--- config.mk ---
export PLATFORM = sky130hd
export DESIGN_NAME = zsel_chunk_decoder
export DESIGN_NICKNAME = d
export VERILOG_FILES = /design/src/rtl/zsel_chunk_decoder.sv
export SDC_FILE = /design/constraint.sdc
export NUM_CORES = 1
export LEC_CHECK = 0
export ABC_AREA = 1
export CAP_MARGIN = 20
export CORE_MARGIN = 2
export CORE_UTILIZATION = 47
export DETAILED_ROUTE_END_ITERATION = 12
export PLACE_DENSITY = 0.69
export SLEW_MARGIN = 15
export SYNTH_ARGS = -nofsm -noshare
export SYNTH_HDL_FRONTEND = slang
export SYNTH_SLANG_ARGS = --single-unit
--- constraint.sdc ---
create_clock -name clk -period 2.39 [get_ports clk]
set_input_delay 0.5975 -clock clk [delete_from_list [all_inputs] [get_ports clk]]
set_output_delay 0.5975 -clock clk [all_outputs]
set_load 0.01 [all_outputs]
--- src/rtl/zsel_chunk_decoder.sv ---
// zsel_chunk_decoder
// Receive side of the 2-bit select-multiplexed chunk link. The high chunk
// (sel=0) carries the inverted upper half of z and the low chunk (sel=1)
// carries the lower half. Each completed pair is decoded back to the 3-bit
// source value. The result goes into a small FIFO with a registered head.
// A one-cycle pulse flags chunk sequencing errors. Saturating counters track
// completed symbols and errors.
module zsel_chunk_decoder #(
  parameter int DEPTH = 4,
  parameter int CNT_W = 8
) (
  input  logic             clk,
  input  logic             rst_n,
  input  logic             in_vld,
  input  logic             in_sel,
  input  logic [1:0]       in_data,
  output logic             in_ready,
  output logic             out_valid,
  input  logic             out_ready,
  output logic [2:0]       out_data,
  output logic             out_code_err,
  output logic             proto_err,
  output logic [CNT_W-1:0] sym_cnt,
  output logic [CNT_W-1:0] err_cnt
);

  localparam int PTR_W = (DEPTH > 1) ? $clog2(DEPTH) : 1;
  localparam logic [PTR_W:0] FULL_CNT = (PTR_W+1)'(DEPTH);
  localparam logic [PTR_W:0] ONE_CNT  = (PTR_W+1)'(1);
  localparam logic [PTR_W-1:0] ONE_PTR = PTR_W'(1);
  localparam logic [CNT_W-1:0] CNT_MAX = {CNT_W{1'b1}};

  typedef enum logic [0:0] {
    IDLE    = 1'b0,
    HAVE_HI = 1'b1
  } state_t;

  // Decode a 4-bit code into {illegal, a}. The source value is the low three
  // bits plus one. The top bit must match whether that value is in 0..4.
  function automatic logic [3:0] decode_z(input logic [3:0] z);
    logic [2:0] a;
    logic       legal;
    a     = z[2:0] + 3'd1;
    legal = (z[3] == (a <= 3'd4));
    return {~legal, a};
  endfunction

  state_t           state_r;
  state_t           state_s;
  logic [1:0]       hi_r;
  logic             in_ready_r;
  logic             accept_s;
  logic             hi_load_s;
  logic             push_s;
  logic             proto_evt_s;
  logic             pop_s;
  logic [3:0]       entry_s;

  logic [3:0]       mem_r [DEPTH];
  logic [PTR_W-1:0] wr_ptr_r;
  logic [PTR_W-1:0] rd_ptr_r;
  logic [PTR_W-1:0] rd_ptr_nxt_s;
  logic [PTR_W:0]   cnt_r;
  logic [PTR_W:0]   cnt_s;

  logic             out_valid_r;
  logic [2:0]       out_data_r;
  logic             out_code_err_r;
  logic             head_vld_s;
  logic [2:0]       head_data_s;
  logic             head_err_s;
  logic             proto_err_r;

  logic [CNT_W-1:0] sym_cnt_r;
  logic [CNT_W-1:0] err_cnt_r;
  logic [1:0]       err_inc_s;
  logic [CNT_W:0]   err_sum_s;

  // A chunk is taken only when the FIFO can absorb a possible push.
  assign accept_s     = in_vld & in_ready_r;
  assign pop_s        = out_valid_r & out_ready;
  assign entry_s      = decode_z({hi_r, in_data});
  assign rd_ptr_nxt_s = rd_ptr_r + ONE_PTR;

  // FSM state register.
  always_ff @(posedge clk or negedge rst_n) begin
    if (!rst_n) begin
      state_r <= IDLE;
    end else begin
      state_r <= state_s;
    end
  end

  // FSM next state. Only accepted chunks move the phase.
  always_comb begin
    state_s = state_r;
    if (accept_s) begin
      case (state_r)
        IDLE:    state_s = in_sel ? IDLE : HAVE_HI;
        HAVE_HI: state_s = in_sel ? IDLE : HAVE_HI;
        default: state_s = IDLE;
      endcase
    end else begin
      state_s = state_r;
    end
  end

  // FSM actions. A high chunk always (re)loads hi. A low chunk completes a
  // symbol only when a high chunk is pending. Any out-of-phase chunk is a
  // protocol error.
  always_comb begin
    hi_load_s   = 1'b0;
    push_s      = 1'b0;
    proto_evt_s = 1'b0;
    if (accept_s) begin
      case (state_r)
        IDLE: begin
          hi_load_s   = ~in_sel;
          proto_evt_s = in_sel;
        end
        HAVE_HI: begin
          hi_load_s   = ~in_sel;
          push_s      = in_sel;
          proto_evt_s = ~in_sel;
        end
        default: begin
          hi_load_s   = 1'b0;
          push_s      = 1'b0;
          proto_evt_s = 1'b0;
        end
      endcase
    end else begin
      hi_load_s   = 1'b0;
      push_s      = 1'b0;
      proto_evt_s = 1'b0;
    end
  end

  // Pending high chunk. It is stored already inverted so it is z[3:2] directly.
  always_ff @(posedge clk or negedge rst_n) begin
    if (!rst_n) begin
      hi_r <= 2'b00;
    end else if (hi_load_s) begin
      hi_r <= ~in_data;
    end else begin
      hi_r <= hi_r;
    end
  end

  // Occupancy update. The count includes the entry sitting in the head register.
  always_comb begin
    cnt_s = cnt_r;
    case ({push_s, pop_s})
      2'b10:   cnt_s = cnt_r + ONE_CNT;
      2'b01:   cnt_s = cnt_r - ONE_CNT;
      default: cnt_s = cnt_r;
    endcase
  end

  // Next head contents. An empty FIFO loads a new entry straight into the
  // head, so it is visible one cycle after the low chunk. Otherwise a pop
  // advances to the following stored entry.
  always_comb begin
    head_vld_s  = out_valid_r;
    head_data_s = out_data_r;
    head_err_s  = out_code_err_r;
    if (cnt_r == '0) begin
      if (push_s) begin
        head_vld_s  = 1'b1;
        head_data_s = entry_s[2:0];
        head_err_s  = entry_s[3];
      end else begin
        head_vld_s  = 1'b0;
      end
    end else if (pop_s) begin
      if (cnt_r == ONE_CNT) begin
        if (push_s) begin
          head_vld_s  = 1'b1;
          head_data_s = entry_s[2:0];
          head_err_s  = entry_s[3];
        end else begin
          head_vld_s  = 1'b0;
        end
      end else begin
        head_vld_s  = 1'b1;
        head_data_s = mem_r[rd_ptr_nxt_s][2:0];
        head_err_s  = mem_r[rd_ptr_nxt_s][3];
      end
    end else begin
      head_vld_s  = out_valid_r;
    end
  end

  // FIFO storage, pointers, occupancy and the registered head/ready outputs.
  always_ff @(posedge clk or negedge rst_n) begin
    if (!rst_n) begin
      for (int i = 0; i < DEPTH; i++) begin
        mem_r[i] <= 4'h0;
      end
      wr_ptr_r       <= '0;
      rd_ptr_r       <= '0;
      cnt_r          <= '0;
      out_valid_r    <= 1'b0;
      out_data_r     <= 3'd0;
      out_code_err_r <= 1'b0;
      in_ready_r     <= 1'b0;
    end else begin
      if (push_s) begin
        mem_r[wr_ptr_r] <= entry_s;
        wr_ptr_r        <= wr_ptr_r + ONE_PTR;
      end else begin
        wr_ptr_r        <= wr_ptr_r;
      end
      if (pop_s) begin
        rd_ptr_r <= rd_ptr_nxt_s;
      end else begin
        rd_ptr_r <= rd_ptr_r;
      end
      cnt_r          <= cnt_s;
      out_valid_r    <= head_vld_s;
      out_data_r     <= head_data_s;
      out_code_err_r <= head_err_s;
      in_ready_r     <= (cnt_s != FULL_CNT);
    end
  end

  // The error increment is 0, 1 or 2. Saturate at all-ones.
  assign err_inc_s = {1'b0, push_s & entry_s[3]} + {1'b0, proto_evt_s};
  assign err_sum_s = {1'b0, err_cnt_r} + (CNT_W+1)'(err_inc_s);

  // Protocol-error pulse and the saturating statistics counters.
  always_ff @(posedge clk or negedge rst_n) begin
    if (!rst_n) begin
      proto_err_r <= 1'b0;
      sym_cnt_r   <= '0;
      err_cnt_r   <= '0;
    end else begin
      proto_err_r <= proto_evt_s;
      if (push_s && (sym_cnt_r != CNT_MAX)) begin
        sym_cnt_r <= sym_cnt_r + CNT_W'(1);
      end else begin
        sym_cnt_r <= sym_cnt_r;
      end
      if (err_sum_s[CNT_W]) begin
        err_cnt_r <= CNT_MAX;
      end else begin
        err_cnt_r <= err_sum_s[CNT_W-1:0];
      end
    end
  end

  assign in_ready     = in_ready_r;
  assign out_valid    = out_valid_r;
  assign out_data     = out_data_r;
  assign out_code_err = out_code_err_r;
  assign proto_err    = proto_err_r;
  assign sym_cnt      = sym_cnt_r;
  assign err_cnt      = err_cnt_r;

endmodule

Word-level counts from Yosys, hierarchy flattened
Cells that the tools add are included.

operators by class
  add/subtract/negate cells = 8
  $lt $le $gt $ge = 4
  eq/ne operators = 6
  muxes and demuxes = 26
  bitwise logic cells = 9
  reduce and logical (&&, ||, !) cells = 4

operators by type and width
  operator                                                    count
  bitwise mux 16 bit                                          1
  2-to-1 mux 1 bit                                            13
  2-to-1 mux 3 bit                                            4
  2-to-1 mux 4 bit                                            3
  adder 8 x 2 -> 9 bit                                        1
  adder 8 x 1 -> 8 bit, second input constant                 1
  binary-select mux 4 bit (select 2 bit)                      1
  demux 4 bit (select 2 bit)                                  1
  2-to-1 mux 8 bit                                            1
  inequality test 8 bit, second input constant                1
  adder 3 x 1 -> 3 bit, second input constant                 2
  >= comparator 3 bit, second input constant                  2
  NOT 2 -> 3 bit                                              2
  one-hot mux 3 bit (2 select lines)                          1
  adder 2 x 1 -> 2 bit, second input constant                 2
  bitwise AND 1 bit                                           3
  == test 3 x 1 -> 1 bit, second input constant               1
  less-or-equal comparator 3 bit, second input constant       1
  zero test 3 bit                                             1
  less-than comparator 3 x 1 -> 1 bit, second input constant  1
  inequality test 3 bit, second input constant                1
  NOT 1 bit                                                   3
  subtractor 3 x 1 -> 3 bit, second input constant            1
  adder 1 x 1 -> 2 bit                                        1
  7 further kinds                                             8

storage, ports and cells
  flip-flop bits (word level) = 49
  input bits = 7
  output and inout bits = 23

Logic depth before layout (Yosys ltp)
  depth in word-level cells = 8
  gate-level depth with buffers = 12
  gate-level depth less buffers = 12

Least setup slack after synthesis
No wires, ideal clock.

  path kind = input -> register
  from = input port in_data[0]
  to = register err_cnt_r[6] (netlist: err_cnt[6])
  library setup time = 0.130 ns
  data arrival time = 2.334 ns
  data required time = 2.260 ns
  slack = -0.074 ns
  stages on the path = 12
  cell sequence = ha_1 inv_1 ha_1 xnor2_1 nand2_1 fa_1 inv_1 nand4_1 inv_1 nand2_1 o21ai_0 nand3_1

on the way
  word-level cells in the longest chain between the ends = 8

RTL lines
  item                            RTL line  RTL
  start: declaration              16        input logic [1:0] in_data,
  adder 3 x 1 -> 3 bit            43        a = z[2:0] + 3'd1;
  less-or-equal comparator 3 bit  44        legal = (z[3] == (a <= 3'd4));
  == test 1 bit                   44
  NOT 1 bit                       45        return {~legal, a};
  bitwise AND 1 bit               228       assign err_inc_s = {1'b0, push_s & entry_s[3]} + {1'b0, proto_evt_s};
  adder 1 x 1 -> 2 bit            228
  adder 8 x 2 -> 9 bit            229       assign err_sum_s = {1'b0, err_cnt_r} + (CNT_W+1)'(err_inc_s);
  2-to-1 mux 8 bit                244       if (err_sum_s[CNT_W]) begin
  end signal: assignment          247       err_cnt_r <= err_sum_s[CNT_W-1:0];
  end: declaration                75        logic [CNT_W-1:0] err_cnt_r;

Every way passes these cells.
A chain may end at the register's enable or synchronous reset.

Worst setup path after layout
  from = input port in_data[0]
  to = register out_code_err_r (netlist: out_code_err)

on the way
  word-level cells in the longest chain between the ends = 8

RTL lines
  item                              RTL line  RTL
  adder 3 x 1 -> 3 bit *            43
  less-or-equal comparator 3 bit *  44
  == test 1 bit *                   44
  NOT 1 bit *                       45
  2-to-1 mux 1 bit *                168, 177
  2-to-1 mux 1 bit                  176       if (cnt_r == ONE_CNT) begin
  2-to-1 mux 1 bit                  175       end else if (pop_s) begin
  2-to-1 mux 1 bit *                167       if (cnt_r == '0) begin
  end signal: assignment            222       out_code_err_r <= head_err_s;
  end: declaration                  68        logic out_code_err_r;

Every way passes the cells marked *; elsewhere a longest branch is shown, timed or not. The select of a mux whose other input is x is not followed.

==> results.md <==
- First-pass GRT wire length: 9252 um
- Clock Tree Root: clkbuf_8
- Post-route cell area: ~3200 um^2
- Gr usage total: 0.1919
- Max IR drop VDD: between 0.5 and 0.6 mV
- Levels on crit path: 16
- Number of flops mapped to enable cells by yosys: 0
- Cell chain of the critical path: buf_2 -> ha_2 -> inv_1 -> ha_2 -> xnor2_2 -> nand2_2 -> buf_4 -> buf_4 -> buf_4 -> buf_4 -> buf_4 -> buf_4 -> buf_4 -> nand3_1 -> nand3_1 -> nand2_1
- Leak: 1.651 nW
- Synth Area per Inst: 8.644 um^2
- Commonest non-fill, non-tap cell in the layout: nand2_1
- Reg2reg setup slack: about 0.38 ns
- Final setup fails: 0
- Hold_buf cts: 0
- Initial antenna violation count: 0
- Filler Cell Count: about 440
- Slew margin rel.: 0.6695
- Unique masters post-synth: 28
- TritonRoute pass-1 iters: 4
- Worst path required time: around 2.6 ns
- Die W: 77.66 um
- Hold crit path type: in -> async
- Slowest stage delay, CP: 0.17 ns
- Critical path endpoint category: flop
- Final Slew Violations: 0
- Layout cells sized above 1: 0.1514
- Largest net degree at the start of global routing: 23
- Nets@finish: 371
- Vias per inst: 4.900
- IO Count: 30
- Die ar.: 6030 um^2
- Post-Route WL: 5310 um
- Worst-path clk slew: 0.09 ns
- Reg2Reg Depth: 13
- CTS Buf Count: 5
- CP Launch Type: input port
- Synth Register Bits: 49
- Final HPWL from detailed placement: 3770 um
- P per Cell Area: 1188 nW/um^2
- Max Freq: 0.4550 GHz
- Reg-to-Reg Start: hi_r[0]$_DFFE_PN0P_
- Placed Area: 3023 um^2
- Ys flop type: dfrtp_1
- Critical path's most frequent cell: buf_4
- CTS H-tree lvls: 2
- Slowest stage cell, crit path: ha_2
- DRT antenna net count: 0
- Post-synthesis sequential area ratio: 0.4809
- Max-Cap Viols: 0
- Cells after Synth: 295
- FP Rows: 26
- Delay-heaviest family, CP: buffers and inverters
- # port buffers: 29
- CP Max Fanout: 2
- CP Launch Point: in_data[0]
- Total congestion overflow: 0
- Drt wl/cell: 12.64 um
- Total Power: 0.003798 W
- Ys async rst share: 1.000
- Post-Syn Nets: around 320
- Core ar.: 5172 um^2
- Vias: 2058
- Vias in the first global route: 1949
- Crit path kind: in -> reg
- Hold Fails Final Rpt: 0
- Worst Skew: 0.004719 ns
- Worst Hold Margin: 0.2506 ns
- Crit Reg-Reg Endpoint: out_code_err$_DFFE_PN0P_
- CTS tree: done
- Die Y: 77.66 um
- Most frequent cells in the layout: nand2_1, dfrtp_1, inv_1, o21ai_0, clkdlybuf4s50_1
- Layout area overhead: 25.37%
- CTS Buffer Depth: 2
- Starting Density: 0.4930
- Worst slew pin tran: roughly 0.5 ns
- Syn. warnings: 0
- DRT iter0 DRCs: 71
- Clk sinks: 49
- Worst path arrival time: 2.44 ns
- Clock latency on the worst-skew pair: 0.30 ns
- Setup_tns: 0 ns
- N_diodes: 0
- Buf+Inv Stages, Crit Path: 9
- Minimum clock period after layout: between 2 and 2.5 ns
- Final Cycle Share: 0.9195
- DRC: 0
- Status: finished clean
- Mapped Area: 2550 um^2
- Final GP Congestion: 0.8570
-- cell families after synthesis --
family	synth area share
flip-flops	0.4809
multiplexers	0.02355
adder cells (fa/ha/maj)	0.07655
XOR/XNOR	0.03435
AO/OA/AOI/OAI	0.08293
buffers and inverters	0.05348
AND/OR/NAND/NOR	0.2483
-- synth_stat cells (2+ instances only) --
library cell	number	area, um^2
a21oi_1	4	20.02
a31oi_1	2	12.51
dfrtp_1	49	1226
ha_1	14	175.2
inv_1	34	127.6
mux2_4	4	60.06
nand2_1	98	367.9
nand2_2	2	12.51
nand2_4	4	45.04
nand3_1	13	65.06
nand3b_1	2	15.01
nand4_1	4	25.02
nor2_1	15	56.30
nor3_1	2	10.01
o211ai_1	3	22.52
o21ai_0	25	125.1
xnor2_1	3	26.28
xor2_1	7	61.31
-- state kept, by name, indices dropped and copies added (netlist names), 2 cells and up --
| signal | cells |
|---|---|
| mem_r | 16 |
| err_cnt | 8 |
| sym_cnt | 8 |
| cnt_r | 3 |
| out_data | 3 |
| hi_r | 2 |
| rd_ptr_r | 2 |
| wr_ptr_r | 2 |
-- how the worst max path moves through the flow --
stage	to	slack (ns)
after CTS	err_cnt[6]$_DFF_PN0_	0.03
after global routing	err_cnt[4]$_DFF_PN0_	-0.003
after global placement	err_cnt[6]$_DFF_PN0_	-0.55
after detailed placement	err_cnt[6]$_DFF_PN0_	-0.61
final	out_code_err$_DFFE_PN0P_	0.19
after floorplan	err_cnt[6]$_DFF_PN0_	0.02
-- routing by layer --
metal	routed length, um	track usage	up-vias
li1	-	-	1047
met1	2568	0.2615	975
met2	2519	0.3112	30
met3	154	0.04186	6
met4	68	0.04821	0
met5	0	0	-
-- where the power goes --
| group | leakage (nW) | internal, W | switching (W) | total [W] |
|---|---|---|---|---|
| registers | 0.614 | 0.00118 | 0.000310 | 0.00149 |
| logic | 0.979 | 0.000808 | 0.000886 | 0.00169 |
| clock network | 0.0585 | 0.000341 | 0.000273 | 0.000615 |
-- layout make-up --
type | count | area (um^2) | area share
sequential | 49 | 1226 | 0.3836
multi-input combinational | 210 | 1212 | 0.3793
clock buffer | 7 | 86.33 | 0.02701
clock inverter | 1 | 30.03 | 0.009393
tap | 70 | 87.58 | 0.02740
inverter | 35 | 131.4 | 0.04110
timing repair buffer | 48 | 422.9 | 0.1323
-- what timing repair did --
action,4_1_cts,5_1_grt
setup endpoints to repair,8,9
buffers inserted,6,0
resized for setup,4,15
pin swaps,3,5
-- through the flow --
stage	worst slack (ns)	util	std cells
after detailed placement	-0.6086	0.5844	406
after global placement	-0.5516	0.5844	406
after global routing	-0.003387	0.6180	420
final	0.1924	0.6180	420
after floorplan	0.02433	-	295
after CTS	0.03046	0.6161	420
Note: power is estimated with default switching activity, not from simulation.
